**config.mk**
```make
export PLATFORM = sky130hd
export DESIGN_NAME = controle_somador_complemento7b
export DESIGN_NICKNAME = d
export VERILOG_FILES = /design/src/rtl/controle_somador_complemento7b.sv
export SDC_FILE = /design/constraint.sdc
export NUM_CORES = 1
export LEC_CHECK = 0
export BUFFER_PORTS_ARGS = -buffer_cell sky130_fd_sc_hd__buf_2
export CORE_ASPECT_RATIO = 1.1
export CORE_UTILIZATION = 50
export CTS_CLUSTER_SIZE = 30
export DETAILED_ROUTE_END_ITERATION = 10
export HOLD_SLACK_MARGIN = 0.06
export PLACE_DENSITY = 0.86
export SYNTH_ARGS = -nofsm -noshare
export SYNTH_HDL_FRONTEND = slang
export SYNTH_SLANG_ARGS = --single-unit
```
**constraint.sdc**
```tcl
create_clock -name clk -period 2.9 [get_ports clk]
set_input_delay 0.58 -clock clk [delete_from_list [all_inputs] [get_ports clk]]
set_output_delay 0.58 -clock clk [all_outputs]
set_load 0.01 [all_outputs]
```
**src/rtl/controle_somador_complemento7b.sv**
```systemverilog
// -----------------------------------------------------------------------------
// controle_somador_complemento7b
//
// Sequential control stage for an external LARGURA-bit ones'-complement
// adder/subtractor. One operation runs as up to two adder passes: pass 1
// computes A +/- B, and pass 2 (only when pass 1 carries out) adds the
// end-around carry back in. The final value is registered together with
// overflow and zero flags. Operand A may come from the accumulator
// (the registered result) instead of the `a` input.
//
// Ports:
//   clk, rst        clock (rising edge), asynchronous active-high reset
//   inicio          start request, honoured only while idle
//   sinal           0 = A+B, 1 = A-B
//   acumula         1 = take operand A from resultado instead of `a`
//   a, b            operands, ones' complement
//   add_sinal/add_a/add_b/add_cin   drive the external adder
//   add_s/add_cout  results coming back from the external adder
//   resultado       registered result, also the accumulator
//   overflow        ones'-complement overflow of the last operation
//   zero            resultado is zero (+0, or -0 when not normalised)
//   ocupado         high while an adder pass is in progress
//   pronto          one-cycle pulse when a new result is available
// -----------------------------------------------------------------------------
module controle_somador_complemento7b #(
    parameter int LARGURA        = 7,
    parameter bit NORMALIZA_ZERO = 1'b1
) (
    input  logic               clk,
    input  logic               rst,
    input  logic               inicio,
    input  logic               sinal,
    input  logic               acumula,
    input  logic [LARGURA-1:0] a,
    input  logic [LARGURA-1:0] b,
    output logic               add_sinal,
    output logic [LARGURA-1:0] add_a,
    output logic [LARGURA-1:0] add_b,
    output logic               add_cin,
    input  logic [LARGURA-1:0] add_s,
    input  logic               add_cout,
    output logic [LARGURA-1:0] resultado,
    output logic               overflow,
    output logic               zero,
    output logic               ocupado,
    output logic               pronto
);

    typedef enum logic [1:0] {
        OCIOSO = 2'd0,
        PASSO1 = 2'd1,
        PASSO2 = 2'd2,
        FIM    = 2'd3
    } estado_t;

    estado_t            r_estado;
    estado_t            w_prox;

    logic [LARGURA-1:0] r_op_a;
    logic [LARGURA-1:0] r_op_b;
    logic               r_op_sinal;
    logic [LARGURA-1:0] r_tmp;
    logic               r_sa;
    logic               r_sb;
    logic [LARGURA-1:0] r_resultado;
    logic               r_overflow;
    logic               r_zero;
    logic               r_ocupado;
    logic               r_pronto;

    logic               w_sa;
    logic               w_sb;
    logic               w_fin_um;
    logic [LARGURA-1:0] w_res_final;
    logic               w_ovf;
    logic               w_zero;

    // Operand signs. In PASSO1 the sign registers are being loaded on the same
    // edge that may enter FIM, so the flags use the live decode there and the
    // registered copy in PASSO2.
    assign w_sa = (r_estado == PASSO2) ? r_sa : r_op_a[LARGURA-1];
    assign w_sb = (r_estado == PASSO2) ? r_sb : (r_op_b[LARGURA-1] ^ r_op_sinal);

    // Final value is whatever the adder returns in the last pass.
    assign w_fin_um    = &add_s;
    assign w_res_final = (NORMALIZA_ZERO && w_fin_um) ? '0 : add_s;
    // Overflow is judged on the raw adder value, before -0 is normalised.
    assign w_ovf       = (w_sa == w_sb) && (add_s[LARGURA-1] != w_sa);
    assign w_zero      = (w_res_final == '0) || (!NORMALIZA_ZERO && w_fin_um);

    // Next state and adder drive.
    always_comb begin
        // NOTE: every output of this block gets a default first so that no
        // path through the case leaves a signal unassigned (no latches).
        w_prox    = r_estado;
        add_sinal = 1'b0;
        add_a     = '0;
        add_b     = '0;
        add_cin   = 1'b0;
        case (r_estado)
            OCIOSO: begin
                if (inicio) begin
                    w_prox = PASSO1;
                end
            end
            PASSO1: begin
                add_sinal = r_op_sinal;
                add_a     = r_op_a;
                add_b     = r_op_b;
                w_prox    = add_cout ? PASSO2 : FIM;
            end
            PASSO2: begin
                // End-around carry: feed the pass-1 sum back with cin = 1.
                add_a   = r_tmp;
                add_cin = 1'b1;
                w_prox  = FIM;
            end
            FIM: begin
                w_prox = OCIOSO;
            end
            default: begin
                w_prox = OCIOSO;
            end
        endcase
    end

    always_ff @(posedge clk or posedge rst) begin
        if (rst) begin
            r_estado    <= OCIOSO;
            r_op_a      <= '0;
            r_op_b      <= '0;
            r_op_sinal  <= 1'b0;
            r_tmp       <= '0;
            r_sa        <= 1'b0;
            r_sb        <= 1'b0;
            r_resultado <= '0;
            r_overflow  <= 1'b0;
            r_zero      <= 1'b1;
            r_ocupado   <= 1'b0;
            r_pronto    <= 1'b0;
        end else begin
            // NOTE: state is updated with non-blocking assignments so every
            // register samples pre-edge values regardless of statement order.
            r_estado  <= w_prox;
            r_ocupado <= (w_prox == PASSO1) || (w_prox == PASSO2);
            r_pronto  <= (w_prox == FIM);

            if ((r_estado == OCIOSO) && inicio) begin
                r_op_a     <= acumula ? r_resultado : a;
                r_op_b     <= b;
                r_op_sinal <= sinal;
            end

            if (r_estado == PASSO1) begin
                r_tmp <= add_s;
                r_sa  <= r_op_a[LARGURA-1];
                r_sb  <= r_op_b[LARGURA-1] ^ r_op_sinal;
            end

            if (w_prox == FIM) begin
                r_resultado <= w_res_final;
                r_overflow  <= w_ovf;
                r_zero      <= w_zero;
            end
        end
    end

    assign resultado = r_resultado;
    assign overflow  = r_overflow;
    assign zero      = r_zero;
    assign ocupado   = r_ocupado;
    assign pronto    = r_pronto;

endmodule

```
; ---- After elaboration in Yosys (flattened, before gate mapping)
; Cells that the tools add are included.
; W data, S select, Z words.
[totals]
latch_bits = 0
output_inout_bits = 27
ramBits = 0
inputBits = 27
romBits = 0
word_cells = 38
register_bits = 37
mem_count = 0
[op_classes]
n_reduce_logical = 6
n_addsub = 0
bitwise = 1
n_lt_le_gt_ge = 0
n_mux = 11
shift = 0
n_div = 0
n_mul = 0
n_eq_ne = 8
[op_table]
columns = cell, count
row1 = $mux W7, 3
row2 = $pmux W7 S2, 1
row3 = $eq A2 B2 Y1 const B, 4
row4 = $pmux W2 S4, 1
row5 = $logic_not A7 Y1, 1
row6 = $reduce_and A7 Y1, 1
row7 = $mux W1, 5
row8 = $eq A2 B1 Y1 const B, 2
row9 = $logic_and A1 B1 Y1, 2
row10 = $logic_not A2 Y1, 1
row11 = $mux W2, 1
row12 = $eq A1 B1 Y1, 1
row13 = $logic_or A1 B1 Y1, 1
row14 = $ne A1 B1 Y1, 1
row15 = $xor A1 B1 Y1, 1

; ---- Depth between registers and ports, before layout
[logic_depth]
word_depth = 4
mapped_depth = 11
depth_no_buf = 8

; ---- Worst setup path after synthesis
; Ideal clock, no wire load.
[synth_timing]
path_type = register to register
start = reg r_estado[1]
end = reg r_zero (netlist: zero)
arrival_time_ns = 2.110
synth_period_minus_slack_ns = 2.192
setup_time_ns = 0.082
required_ns = 2.818
stages_incl_launch_ff = 11
n_path_buf = 3
path_slack_ns = 0.708
cell_sequence = dfrtp_1 -> inv_1 -> ha_1 -> clkbuf_1 -> clkbuf_1 -> a21oi_1 -> a21oi_1 -> ha_1 -> buf_2 -> clkinv_1 -> o31a_1
[synth_between]
elab_chain_len = 3
word_cells_on_any_way = 7
cone_classes = eq/ne: 4 / mux: 2 / reduce/logical: 1
[synth_rtl]
columns = element, line
row1 = "start, declared", 56  ; estado_t r_estado;
row2 = "start signal, assigned", 144  ; r_estado <= w_prox;
row3 = "$eq A2 B2 Y1, or another cell as far along", 100  ; case (r_estado)
row4 = $pmux W2 S4 *, 100
row5 = net w_prox[0], 57  ; estado_t w_prox;
row6 = $eq A2 B2 Y1 *, 160  ; if (w_prox == FIM) begin
row7 = "end signal, assigned", 163  ; r_zero <= w_zero;
row8 = "end, declared", 67  ; logic r_zero;
; Mark *: on every way through the listed nets, which the timed path passes. The rest lies on a longest branch.
; A chain may end at the register's enable or synchronous reset.

; ---- Final worst setup path
[layout_timing]
start = reg r_estado[0]
end = out add_a[6]
[layout_between]
elab_chain_len = 2
word_cells_on_any_way = 3
cone_classes = eq/ne: 2 / mux: 1
[layout_rtl]
columns = element, line
row1 = $eq A2 B2 Y1 / $eq A2 B1 Y1 (equally long branches), 100
row2 = $pmux W7 S2 *, 100
row3 = "end, declared", 37  ; output logic [LARGURA-1:0] add_a,
; Mark *: on every way between the ends. The rest lies on a longest branch, timed or not.

==> key figures <==
Run status
  – Outcome: completed

Synthesis
  – Number of nets produced by synthesis: around 180
  – Synth Instances: 150
  – Synth top area share: about half
  – Flip-flop and latch count after synthesis: 37
  – Async set-reset flop share out of synthesis: 100.0%
  – Top cell type by total area after synthesis: sky130_fd_sc_hd__dfrtp_1
  – EDFF count, synth: 0
  – Flip-flop cell with the highest count after synthesis: sky130_fd_sc_hd__dfrtp_1
  – Leading post-synthesis cells by cell area: sky130_fd_sc_hd__dfrtp_1, sky130_fd_sc_hd__mux2_2, sky130_fd_sc_hd__mux2i_1, sky130_fd_sc_hd__nand2_1, sky130_fd_sc_hd__ha_1
  – Post-synth cell types: 31
  – Number of synthesis warnings: 0
  – Synth Area per Inst: roughly 12 sq um
  – Post-synthesis sequential area ratio: between 50% and 60%
  – Netlist Area Pre-Place: 1737 sq um

Clock tree
  – TritonCTS clock tree: built
  – Number of buffers between clock root and the deepest sink: 2
  – Post-CTS Setup Repair Bufs: 0
  – Clock sinks: 37
  – Inserted Clock Buffers: 5
  – Clock edge transition at the registers on the reported setup and hold paths: roughly 100 ps
  – Clock root buffer: sky130_fd_sc_hd__clkbuf_4
  – H-tree levels: 2
  – Clock network latency to the later pin of the worst-skew pair: 340 ps
  – Number of instances resized during post-cts repair: 0
  – CTS Hold Bufs: 0

Routing
  – Count of vias placed by the detailed router: around 1300
  – Wire per inst: ~14 um
  – Residual DRC count: 0
  – DRT iter0 DRCs: 54
  – DR vias/cell: 5.166
  – DRT antenna net count: 0
  – Final routed wirelength across all metal layers: between 3000 and 4000 um
  – Drt pass-1 iters: 4

Power and ir drop
  – Leakage power: 1.031 nW
  – Clock power frac: 11.7%
  – Pwr/cell area: between 1000 and 1500 nW/um^2
  – Internal power contribution: about 1.4 mW
  – Proportion of power drawn by flip-flops and latches: between 30% and 40%
  – Maximum ir drop on the vdd rail: 0.4998 mV
  – Switching power as a share of total power: 38.54%
  – Psw: ~900 uW
  – Logic pwr share: 48.6%

Timing
  – Final min period: between 2000 and 2500 ps
  – Number of endpoints failing setup at the final stage: 0
  – Final Hold Violating Endpoints: 0
  – Post-route fraction of the period consumed by the critical path: between 80 and 90%
  – Fmax: just over 400 MHz
  – Setup TNS: 0 ps
  – Clock skew: roughly 7.7 ps
  – Final Max Tran Viols: 0
  – Relative slew margins: approximately half
  – Transition at the pin with the smallest max-transition slack: 773.0 ps
  – Unrepaired setup endpoints after global routing: no

Place
  – GP Congestion: approximately 0.77
  – HPWL Detailed: 2515 um
  – Count of port buffers added during placement: between 50 and 60
  – Placement Cell Area: slightly above 2000 sq um

Critical path
  – Launching element type of the critical path: register
  – Peak fanout along the critical path: 12
  – Nature of the critical path endpoint: primary output
  – CP required: around 2300 ps
  – Arr. time, crit path: about 1900 ps
  – Worst Path Class, Setup: register to primary output

Global route
  – Number of global-route vias before repair: around 1300
  – Antenna violations before repair: 0
  – Global-route usage over all layers: between 20% and 30%
  – Met2 global-route usage: 33.48%
  – Largest net degree at the start of global routing: 38
  – Wire length of the first global-routing pass: approximately 5900 um
  – Most heavily used metal layer in global routing: met2
  – GRT met3 Usage: under 10%
  – Overflow left after global routing: 0
  – Met1 Use GR: just under 30%

Hold path
  – Worst min path class: input port to asynchronous set/reset pin

Final layout
  – Commonest non-fill, non-tap cell in the layout: sky130_fd_sc_hd__buf_2
  – Layout overhead on the synthesized area: 21.11%
  – Layout cell share with drive strength beyond 1: roughly 40%
  – Number of nets in the layout: approximately 240
  – Final design instance area without fill: ~2100 sq um
  – Fill count: 308
  – Antenna diodes: 0
  – Most frequent cells in the layout: sky130_fd_sc_hd__buf_2, sky130_fd_sc_hd__dfrtp_1, sky130_fd_sc_hd__nand2_1, sky130_fd_sc_hd__mux2_2

Floorplan
  – Row cnt: 22
  – Effective utilization at floorplan: a little over half
  – Vert. Die Dim: around 64 um
  – Full die area: between 3000 and 4000 sq um
  – DIE WIDTH: between 50 and 60 um
  – Number of top-level pins: 54
  – Std-Cell Core Area: around 3300 sq um

Job
  – MaxCap Viol Count: 0
-- per-stage QoR --
| stage | std cells | hold slack, ps | utilization, % | power [mW] | worst slack (ps) |
|---|---|---|---|---|---|
| 5_1_grt | 253 | 366.0 | 63.15 | 2.535 | 335.6 |
| 3_5_place_dp | 246 | 471.8 | 61.50 | 2.086 | 869.2 |
| 6_report | 253 | 319.0 | 63.15 | 2.347 | 474.2 |
| 4_1_cts | 253 | 327.9 | 63.15 | 2.361 | 471.5 |
| 2_1_floorplan | 150 | 450.8 | - | 1.709 | 708.4 |
| 3_3_place_gp | 246 | 462.8 | 61.50 | 2.047 | 904.8 |
-- area by class of cell --
| cell class | count | area [sq um] | share of cell area (%) |
|---|---|---|---|
| flip-flops and latches | 37 | 927.1 | 44.08 |
| multi-input cells | 99 | 750.7 | 35.69 |
| repair buffers | 56 | 287.8 | 13.68 |
| well taps | 48 | 60.06 | 2.855 |
| clock buffers | 7 | 55.05 | 2.617 |
| inverters | 6 | 22.52 | 1.071 |
-- Yosys cell counts (all sizes together), types with 2 or more instances --
cell	count
ha	5
clkbuf	3
dfrtp	36
a21oi	2
o2bb2ai	7
o21ai	8
and2	8
mux2	17
nor2b	7
mux2i	7
nand2	18
inv	5
buf	5
a22oi	6
-- registers in the layout (all words and copies together) (netlist names), 2 cells and up --
| signal | count |
|---|---|
| r_op_a | 7 |
| resultado | 7 |
| r_tmp | 7 |
| r_estado | 2 |
| r_op_b | 7 |
-- metal layers --
metal	share of wire (%)	vias up
met1	44	628
met2	49	39
li1	-	635
met5	0	-
met3	4.9	5
met4	1.8	0
-- worst paths after layout --
kind                             startpoint         end  slack (ps)  cells past startpoint
max in group asynchronous               rst        zero        2240                      3
min in group clk                      sinal  r_op_sinal         460                      2
worst max-delay path            r_estado[0]    add_a[6]         470                      5
worst min register to register    r_op_a[1]   r_op_a[1]         500                      2
worst max register to register  r_estado[0]        zero         920                      8
worst min-delay path                    rst    r_tmp[3]         320                      3
-- critical path: stages, from the launching register on --
cell                       delay (ps)
sky130_fd_sc_hd__dfrtp_1          430
sky130_fd_sc_hd__inv_1            120
sky130_fd_sc_hd__ha_1             490
sky130_fd_sc_hd__nand2_1          100
sky130_fd_sc_hd__a21boi_0         200
sky130_fd_sc_hd__buf_2            160
-- cells by family after synthesis --
logic type / synth area share (%)
buffers and inverters: 3.386
adder cells (fa/ha/maj): 3.602
flip-flops: 53.39
multiplexers: 15.06
XOR/XNOR: 0.5044
AO/OA/AOI/OAI: 11.82
AND/OR/NAND/NOR: 12.25
-- power groups by stage --
stage / Clock (mW) / Combinational, mW / Sequential, mW
after floorplan: 0 / 0.776 / 0.934
after global placement: 0 / 1.12 / 0.927
after detailed placement: 0 / 1.15 / 0.941
after CTS: 0.279 / 1.15 / 0.929
after global routing: 0.302 / 1.27 / 0.961
final: 0.275 / 1.14 / 0.930
(Power assumes the default switching activity.)
